--- config.mk ---
export PLATFORM = sky130hd
export DESIGN_NAME = ej32_boot_loader
export DESIGN_NICKNAME = d
export VERILOG_FILES = /design/src/rtl/ej32_boot_loader.sv
export SDC_FILE = /design/constraint.sdc
export NUM_CORES = 1
export LEC_CHECK = 0
export ABC_AREA = 1
export CORE_UTILIZATION = 50
export DETAILED_ROUTE_END_ITERATION = 16
export PLACE_DENSITY = 0.9
export SETUP_SLACK_MARGIN = 0.1
export SLEW_MARGIN = 20
export SYNTH_ARGS = -nofsm -noshare
export SYNTH_HDL_FRONTEND = slang
export SYNTH_SLANG_ARGS = --single-unit
--- constraint.sdc ---
create_clock -name clk -period 2.15 [get_ports clk]
set_clock_uncertainty 0.1 [all_clocks]
set_input_delay 0.43 -clock clk [delete_from_list [all_inputs] [get_ports clk]]
set_output_delay 0.43 -clock clk [all_outputs]
set_load 0.02 [all_outputs]
--- src/rtl/ej32_boot_loader.sv ---
// ej32_boot_loader
//   Copies the boot image from a synchronous ROM into RAM, BW bytes per beat.
//   The RAM side may stall the copy with ram_rdy. At the end it checks an 8-bit
//   additive checksum. On a match it enables the decoder at COLD. On a mismatch it
//   raises err and keeps the core held off. A start pulse in DONE or ERR re-runs
//   the whole load.
//
// Ports
//   clk      in   1        clock, rising edge
//   rst      in   1        asynchronous reset, active low
//   start    in   1        reload request, honoured only in DONE or ERR
//   chk_exp  in   8        expected mod-256 sum of all image bytes
//   rom_en   out  1        ROM read enable
//   rom_a    out  ASZ      ROM byte address, steps by BW
//   rom_d    in   8*BW     ROM data, one cycle after rom_a/rom_en, little-endian lanes
//   ram_we   out  1        RAM write strobe, covers BW bytes
//   ram_a    out  ASZ      RAM byte address (MEM0 + image offset of the beat)
//   ram_d    out  8*BW     RAM write data
//   ram_rdy  in   1        RAM accepts the write when ram_we & ram_rdy
//   busy     out  1        high while loading or checking
//   dc_en    out  1        decoder enable, high only in DONE
//   boot_p   out  ASZ      decoder start address, COLD in DONE, otherwise 0
//   err      out  1        checksum mismatch, high only in ERR
module ej32_boot_loader #(
  parameter int unsigned    ASZ      = 17,
  parameter int unsigned    BW       = 1,
  parameter int unsigned    ROM_SZ   = 8192,
  parameter int unsigned    ROM_WAIT = 3,
  parameter logic [ASZ-1:0] MEM0     = '0,
  parameter logic [ASZ-1:0] COLD     = '0,
  parameter bit             CHK_EN   = 1'b1
) (
  input  logic            clk,
  input  logic            rst,
  input  logic            start,
  input  logic [7:0]      chk_exp,
  output logic            rom_en,
  output logic [ASZ-1:0]  rom_a,
  input  logic [8*BW-1:0] rom_d,
  output logic            ram_we,
  output logic [ASZ-1:0]  ram_a,
  output logic [8*BW-1:0] ram_d,
  input  logic            ram_rdy,
  output logic            busy,
  output logic            dc_en,
  output logic [ASZ-1:0]  boot_p,
  output logic            err
);

  // The issue address carries one extra bit so that ROM_SZ == 2**ASZ can still
  // be told apart from address 0 when issuing stops.
  localparam int unsigned    AW       = ASZ + 1;
  localparam int unsigned    CW       = (ROM_WAIT > 0) ? $clog2(ROM_WAIT + 1) : 1;
  localparam logic [AW-1:0]  A_END    = AW'(ROM_SZ);
  localparam logic [AW-1:0]  A_STEP   = AW'(BW);
  localparam logic [ASZ-1:0] A_LAST   = ASZ'(ROM_SZ - BW);
  localparam logic [CW-1:0]  CNT_INIT = CW'(ROM_WAIT);

  typedef enum logic [2:0] {
    S_WAIT,
    S_COPY,
    S_CHECK,
    S_DONE,
    S_ERR
  } state_t;

  state_t         state_reg, state_next;
  logic [CW-1:0]  cnt_reg, cnt_next;
  logic [AW-1:0]  issue_a_reg, issue_a_next;
  logic           pend_reg, pend_next;
  logic [ASZ-1:0] pend_a_reg, pend_a_next;
  logic [7:0]     sum_reg, sum_next;

  logic           issue_vld;
  logic           advance;
  logic [7:0]     lane [BW];
  logic [7:0]     beat_sum;

  // Split the beat into its byte lanes for the checksum.
  genvar gi;
  generate
    for (gi = 0; gi < BW; gi++) begin : g_lane
      assign lane[gi] = rom_d[8*gi +: 8];
    end
  endgenerate

  always_comb begin
    beat_sum = 8'h00;
    for (int i = 0; i < BW; i++) begin
      beat_sum = beat_sum + lane[i];
    end
  end

  assign issue_vld = (issue_a_reg != A_END);
  // The write stage moves on when it is empty or its beat is being accepted.
  assign advance   = !pend_reg || ram_rdy;

  always_ff @(posedge clk or negedge rst) begin
    if (!rst) begin
      state_reg   <= S_WAIT;
      cnt_reg     <= CNT_INIT;
      issue_a_reg <= '0;
      pend_reg    <= 1'b0;
      pend_a_reg  <= '0;
      sum_reg     <= 8'h00;
    end else begin
      state_reg   <= state_next;
      cnt_reg     <= cnt_next;
      issue_a_reg <= issue_a_next;
      pend_reg    <= pend_next;
      pend_a_reg  <= pend_a_next;
      sum_reg     <= sum_next;
    end
  end

  always_comb begin
    state_next   = state_reg;
    cnt_next     = cnt_reg;
    issue_a_next = issue_a_reg;
    pend_next    = pend_reg;
    pend_a_next  = pend_a_reg;
    sum_next     = sum_reg;
    case (state_reg)
      S_WAIT: begin
        if (cnt_reg == '0) begin
          state_next   = S_COPY;
          issue_a_next = '0;
          pend_next    = 1'b0;
        end else begin
          cnt_next = cnt_reg - CW'(1);
        end
      end
      S_COPY: begin
        if (advance) begin
          pend_next = issue_vld;
          if (issue_vld) begin
            pend_a_next  = issue_a_reg[ASZ-1:0];
            issue_a_next = issue_a_reg + A_STEP;
          end
          // advance with pend set means the pending beat was accepted
          if (pend_reg) begin
            sum_next = sum_reg + beat_sum;
            if (pend_a_reg == A_LAST) begin
              state_next = S_CHECK;
            end
          end
        end
      end
      S_CHECK: begin
        state_next = (!CHK_EN || (sum_reg == chk_exp)) ? S_DONE : S_ERR;
      end
      S_DONE, S_ERR: begin
        if (start) begin
          state_next   = S_WAIT;
          cnt_next     = CNT_INIT;
          issue_a_next = '0;
          pend_next    = 1'b0;
          pend_a_next  = '0;
          sum_next     = 8'h00;
        end
      end
      default: state_next = S_WAIT;
    endcase
  end

  // rom_en drops while the write stage is stalled, so an enable-gated ROM keeps
  // presenting the stalled beat on rom_d until RAM takes it.
  assign rom_en = (state_reg == S_COPY) && issue_vld && advance;
  assign rom_a  = issue_a_reg[ASZ-1:0];
  assign ram_we = (state_reg == S_COPY) && pend_reg;
  assign ram_a  = MEM0 + pend_a_reg;
  assign ram_d  = rom_d;
  assign busy   = (state_reg == S_WAIT) || (state_reg == S_COPY) || (state_reg == S_CHECK);
  assign dc_en  = (state_reg == S_DONE);
  assign err    = (state_reg == S_ERR);
  assign boot_p = (state_reg == S_DONE) ? COLD : '0;

endmodule

# Word-level counts from Yosys, hierarchy flattened
# Cells that the tools add are included.
[op_classes]
addsub = 3
eq_ne = 14
n_mux = 27
n_reduce_logical = 19
[ops]
columns = ["op", "n"]
rows = [
  ["2-to-1 mux 18 bit", 4],
  ["case mux 18 bit (3 select lines)", 1],
  ["2-to-1 mux 17 bit", 3],
  ["case mux 17 bit (2 select lines)", 1],
  ["2-to-1 mux 8 bit", 3],
  ["adder 18 x 1 -> 18 bit, second input constant", 1],
  ["2-to-1 mux 3 bit", 6],
  ["inequality test 18 x 14 -> 1 bit, second input constant", 1],
  ["equality test 17 x 13 -> 1 bit, second input constant", 1],
  ["case mux 8 bit (2 select lines)", 1],
  ["inequality test 2 bit, second input constant", 7],
  ["case mux 3 bit (4 select lines)", 1],
  ["AND reduction 4 bit", 3],
  ["AND reduction 5 bit", 2],
  ["adder 8 bit", 1],
  ["equality test 8 bit", 1],
  ["equality test 3 x 2 -> 1 bit, second input constant", 2],
  ["2-to-1 mux 2 bit", 2],
  ["case mux 2 bit (2 select lines)", 1],
  ["nonzero test 2 bit", 2],
  ["equality test 3 x 1 -> 1 bit, second input constant", 1],
  ["equality test 3 bit, second input constant", 1],
  ["logical AND 1 bit", 3],
  ["logical NOT 3 bit", 1],
  ["9 further kinds", 13],
]
[totals]
regBits = 49
input_bits = 20

# Longest topological paths before layout
# Gate-level depths: netlist of the first run.
[depth]
ltp_word = 5
mapped_depth = 11

# Least setup slack after synthesis of the first run
# Ideal clock, no wire load.
[synth_path]
kind = "register to output"
from = "reg issue_a_reg[0]"
to = "out rom_en"
arrival_ns = 1.266
setup_slack_ns = 0.354
path_stages_with_launch = 8
cell_sequence = "dfrtp_1 > inv_1 > ha_1 > nand3_1 > nor2_1 > nand2_1 > nand2_1 > nor2_2"
[synth_between]
elab_chain_cells = 3
[synth_rtl]
columns = ["item", "line_no", "rtl"]
rows = [
  ["start: declaration", "69", "logic [AW-1:0] issue_a_reg, issue_a_next;"],
  ["start signal: assignment", "109", "issue_a_reg <= issue_a_next;"],
  ["inequality test 18 x 14 -> 1 bit", "94", "assign issue_vld = (issue_a_reg != A_END);"],
  ["logical AND 1 bit (2 in series)", "168", "assign rom_en = (state_reg == S_COPY) && issue_vld && advance;"],
  ["end: declaration", "37", "output logic rom_en,"],
]
# Every way passes these cells.

# Worst setup path after layout of the first run
# Ends and elaborated chain as after synthesis.

==> flow_metrics.tcl, run 1 <==
set metrics [dict create \
    nets 569 \
    avgSynthCellArea_um2 7.37 \
    tns_ns 0 \
    hold_end "cnt_reg[1]" \
    timing.final.crit_share 0.976 \
    cp_top_family "simple AND/OR/NAND/NOR gates" \
    syn_area_um2 3440 \
    async_flop_share 1.00 \
    cts_sinks 49 \
    worstPathRequired_ns 1.62 \
    rows 29 \
    die_w_um 85.0 \
    crit_buf_inv 2 \
    drt-total-wl_mm 8.27 \
    place_congestion 0.904 \
    cts_tree "done" \
    dpl.hpwl_mm 6.28 \
    power_mw 3.47 \
    cts_max_level 2 \
    cp-end-kind "output pin" \
    critPathLaunchType "flop" \
    design.core.area_um2 6490 \
    slowest_delay_ns 0.41 \
    crit_type "flop to output pin" \
    wl_per_cell_um 13.4 \
    cellPowerDensity_nw_per_um2 811 \
    drt_pass1_iterations 11 \
    synth.area.top_cells "dfrtp_1, nand2_1, buf_4" \
    start_util 0.530 \
    slew_violations 0 \
    path_cells "inv_2, ha_1, nand3_2, nor2_2, nand2_1, nand2_2, nor2_4, buf_6" \
    drive_above_1_share 0.169 \
    final_area_um2 4280 \
    viasPerCell 5.12 \
    grt_max_degree 31 \
    cts_buffer_depth 2 \
    synth_edf_count 0 \
    p_leak_nw 2.10 \
    crit_fanout 2 \
    hold_path_class "flop to flop" \
    critPathArrivalTime_ns 1.57 \
    dieHeight_um 85.0 \
    hold_viol_final 0 \
    clock_latency_ns 0.31 \
    max_clock_freq_mhz 476 \
    r2r-end "issue_a_reg[12]" \
    cts_buffers 5 \
    postSynthCellCount 467 \
    vias 3152 \
    yosysTopAreaCell "dfrtp_1" \
    yosys.cell_types.count 33 \
    postRouteAntennaNets 0 \
    clock-root-buffer "clkbuf_8" \
    clk_pin_slew_ns 0.10 \
    violations "DRC" \
    min_period_ns 2.10 \
    grt_usage 0.245 \
    place_area_um2 4140 \
    yosysTopAreaCellShare 0.342 \
    grt_pass1_vias 3122 \
    largest_reg_flops 18 \
    min_delay_path_depth 2 \
    yosysWarnings 0 \
    maxCapViolations 0 \
    drtIter0Drc 270 \
    ys_seq_area_frac 0.357 \
    insertedDiodeCount 0 \
    crit_slowest_cell "dfrtp_1" \
    reg2reg_slack_ns 0.21 \
    gr-total-overflow 0 \
    drcViolationCount 7 \
    r2r_cells 10 \
    io_buffers 66 \
    dieArea_um2 7220 \
    ir_drop_mv 0.399 \
    yosysMostFrequentCell "nand2_1" \
    ys_ff_latch 49 \
    area_growth_pct 24.4 \
    rsz0062_at_grt "yes" \
    rr_startpoint "issue_a_reg[0]" \
    grt_pass1_wl_mm 14.2 \
    synth_commonest_cells "nand2_1, dfrtp_1, buf_4" \
    setup_viol 0 \
    io_pins 84 \
    antenna_found_initial 0 \
    hold_slack_ns 0.408 \
    outcome "finished with violations" \
    holdCritStartpoint "cnt_reg[1]" \
    ys.flop_type "dfrtp_1" \
]
tightest hold or removal path, delay by kind of cell, from the launching register on:
kind | cells | cell delay, ns
compound gates | 1 | 0.07
buf+inv | 1 | 0.07
flops | 1 | 0.37
logic make-up after synthesis:
group,after synthesis,synth area share
fa+ha+maj,11,0.0422
simple gates,246,0.310
other cells,1,0.00109
flops,49,0.357
xor+xnor,17,0.0433
buf+inv,94,0.158
compound gates,49,0.0884
per-layer routing:
metal / routed length, um / GRT usage / vias to the layer above / share of wire
li1: - / - / 1558 / -
met1: 3590 / 0.320 / 1438 / 0.43
met2: 4080 / 0.411 / 141 / 0.49
met3: 448 / 0.0389 / 15 / 0.054
met4: 154 / 0.0924 / 0 / 0.019
met5: 0 / 0 / - / 0
per-stage QoR:
step                      utilization  std cells  setup WS (ns)
after global placement          0.637        605         -0.147
after global routing            0.659        616        -0.0511
final                           0.659        616         0.0512
after floorplan                     -        483          0.354
after detailed placement        0.637        605         -0.145
after CTS                       0.654        614         0.0583
repair_timing:
action,in CTS,in global routing
setup endpoints to repair,12,3
setup buffers,0,2
hold buffers,1,0
pin swaps,1,2
endpoints found under the hold margin,17,0
gates resized for setup,16,11
how the worst max path moves through the flow:
stage	start	endpoint	cells past startpoint
6_report	issue_a_reg[0]	rom_en	8
5_1_grt	issue_a_reg[0]	rom_en	8
4_1_cts	issue_a_reg[0]	rom_en	8
3_5_place_dp	ram_rdy	rom_en	4
3_3_place_gp	ram_rdy	rom_en	4
2_1_floorplan	issue_a_reg[0]	rom_en	7
placed cells by master, fill, tap and decap left out, drive strengths merged, types with 2 or more instances in the layout:
cell	n
nand2	161
clkdlybuf4s50	52
dfrtp	47
nor2	42
inv	42
o21ai	36
buf	35
nand3	29
conb	17
xnor2	11
ha	10
dlygate4sd2	10
a21oi	7
nand4	6
xor2	6
nor3	6
clkbuf	6
o21bai	2
or2	2
dfstp	2
where the power goes:
part | internal (mW) | switching (mW) | total [mW]
Sequential | 1.09 | 0.148 | 1.24
Clock | 0.349 | 0.328 | 0.677
Combinational | 0.704 | 0.857 | 1.56
cell type report:
class                   instances  area [um2]
clock buffers                   5        68.8
fillers                       538        2210
flip-flops and latches         49        1230
well taps                      77        96.3
repair buffers                100         937
inverters                      42         158
clock inverters                 3        46.3
multi-input cells             340        1750
Power figures use the tool's default switching activity.
==> run 2: changes to the inputs <==
Clock period 2.15 ns to 2.1 ns, I/O delays scaled along.
==> run 2 against run 1 <==
The flow still finishes with violations (DRC); register-to-register slack worse by 0.08 ns; hold slack better by 0.0015 ns; sequential share of layout area is 0.53 points lower; wire length is 7.2% higher; global-route usage is 0.88 points higher; sequential power hardly changed; sequential cell count stayed put; combinational power is 8% higher; die area stayed put; setup slack worse by 0.032 ns; highest routed layer unchanged.
==> flow_metrics.tcl, run 2 (same netlist as run 1, synthesis figures left out) <==
set metrics [dict create \
    dp_cells 608 \
    holdCritStartpoint "cnt_reg[1]" \
    insertedDiodeCount 0 \
    die_w_um 85.0 \
    viasPerCell 5.35 \
    min_period_ns 2.08 \
    clock_latency_ns 0.31 \
    p_int_mw 2.26 \
    drtIter0Drc 437 \
    postRouteAntennaNets 0 \
    netSwitchingFraction 0.382 \
    rr_startpoint "issue_a_reg[1]" \
    cts_tree "done" \
    area_growth_pct 26.8 \
    grt_pass1_wl_mm 14.6 \
    io_pins 84 \
    design.core.area_um2 6490 \
    outcome "finished with violations" \
    largest_reg_flops 18 \
    drcViolationCount 7 \
    slew_violations 0 \
    antenna_found_initial 0 \
    vias 3323 \
    power_frac_seq 0.346 \
    comb_power_share 0.460 \
    crit_fanout 2 \
    reg2reg_slack_ns 0.13 \
    rows 29 \
    hold_viol_final 0 \
    cts_buffers 5 \
    grt_usage 0.254 \
    fin_ws_ns 0.0196 \
    dp_slack_ns -0.175 \
    final_common_cell "nand2_1" \
    setup_viol 0 \
    cts_max_level 2 \
    cp-end-kind "output pin" \
    place_congestion 0.927 \
    grt_pass1_vias 3190 \
    cts_buffer_depth 2 \
    max_clock_freq_mhz 481 \
    timing.final.crit_share 0.991 \
    clk_pin_slew_ns 0.09 \
    p_clk_frac 0.195 \
    fill_cells 505 \
    dpl.hpwl_mm 6.34 \
    ir_drop_mv 0.399 \
    layout.cells.non_filler 621 \
    nets 574 \
    gr-total-overflow 0 \
    cellPowerDensity_nw_per_um2 839 \
    start_util 0.530 \
    crit_type "flop to output pin" \
    violations "DRC" \
    dieArea_um2 7220 \
    final_cell_mix "nand2_1, dfrtp_1, clkdlybuf4s50_1" \
    critPathArrivalTime_ns 1.56 \
    worstPathRequired_ns 1.58 \
    clock-root-buffer "clkbuf_8" \
    cts_sinks 49 \
    io_buffers 66 \
    hold_slack_ns 0.409 \
    wl_per_cell_um 14.3 \
    drt_pass1_iterations 11 \
    dieHeight_um 85.0 \
    power_switching_mw 1.40 \
    crit_start "issue_a_reg[1]" \
    drive_above_1_share 0.182 \
    hold_path_class "flop to flop" \
    p_leak_nw 2.24 \
    grt_max_degree 50 \
    critPathLaunchType "flop" \
    maxCapViolations 0 \
    rsz0062_at_grt "yes" \
    drt-total-wl_mm 8.87 \
]
## run 2: repair_timing
action / CTS / global route
buffers inserted: 0 / 4
endpoints found under the setup margin: 13 / 14
pin swaps: 1 / 3
gates resized for setup: 23 / 20
hold buffers: 1 / 0
hold endpoints to repair: 5 / 0
## run 2: critical path, stage by stage (launching register included)
cell and delay, ns:
dfrtp_1 0.41, inv_2 0.09, ha_4 0.14, nand3_2 0.11, nor2_2 0.16, nand2_2 0.08, nand2_2 0.09, nor2_4 0.04
buf_6 0.14
## run 2: routing by layer
metal	GRT usage	wire length, um	part of all wire
met4	0.119	362	0.041
met2	0.426	4200	0.47
met3	0.0389	714	0.081
met1	0.323	3590	0.40
met5	0	0	0
## run 2: path summary, 6_finish.rpt
path / to / cells after the start
setup / recovery: rom_en / 8
hold / removal: cnt_reg[1] / 2
setup reg to reg: pend_a_reg[15] / 11
hold reg to reg: cnt_reg[1] / 2
max in group asynchronous: cnt_reg[0] / 3
min in group asynchronous: sum_reg[1] / 3
## run 2: through the flow
stage               power [mW]  instance area, um2   util  TNS, ns
floorplan                 2.36                3500      -        0
global placement          2.78                4160  0.641   -0.237
detailed placement        2.87                4160  0.641   -0.347
CTS                       3.58                4280  0.659        0
global route              3.89                4360  0.672  -0.0356
finish                    3.66                4360  0.672        0
## run 2: area by class of cell
class / instances / area, um2 / share of cell area
Tap cell: 77 / 96.3 / 0.0221
Inverter: 42 / 158 / 0.0361
Multi-Input combinational cell: 340 / 1770 / 0.406
Timing Repair Buffer: 105 / 988 / 0.227
Clock inverter: 2 / 37.5 / 0.00861
Sequential cell: 49 / 1230 / 0.282
Clock buffer: 6 / 82.6 / 0.0189
## run 2: power groups by stage
stage	Clock (mW)	Combinational [mW]	Sequential (mW)
2_1_floorplan	0	1.03	1.33
3_3_place_gp	0	1.51	1.27
3_5_place_dp	0	1.59	1.28
4_1_cts	0.725	1.59	1.26
5_1_grt	0.763	1.84	1.29
6_report	0.712	1.68	1.27
==> run 3: changes to the inputs <==
Settings changed: CTS_CLUSTER_DIAMETER from default to 60.
==> results of run 3 <==
Final layout, timing and power as in run 2 (identical DEF).
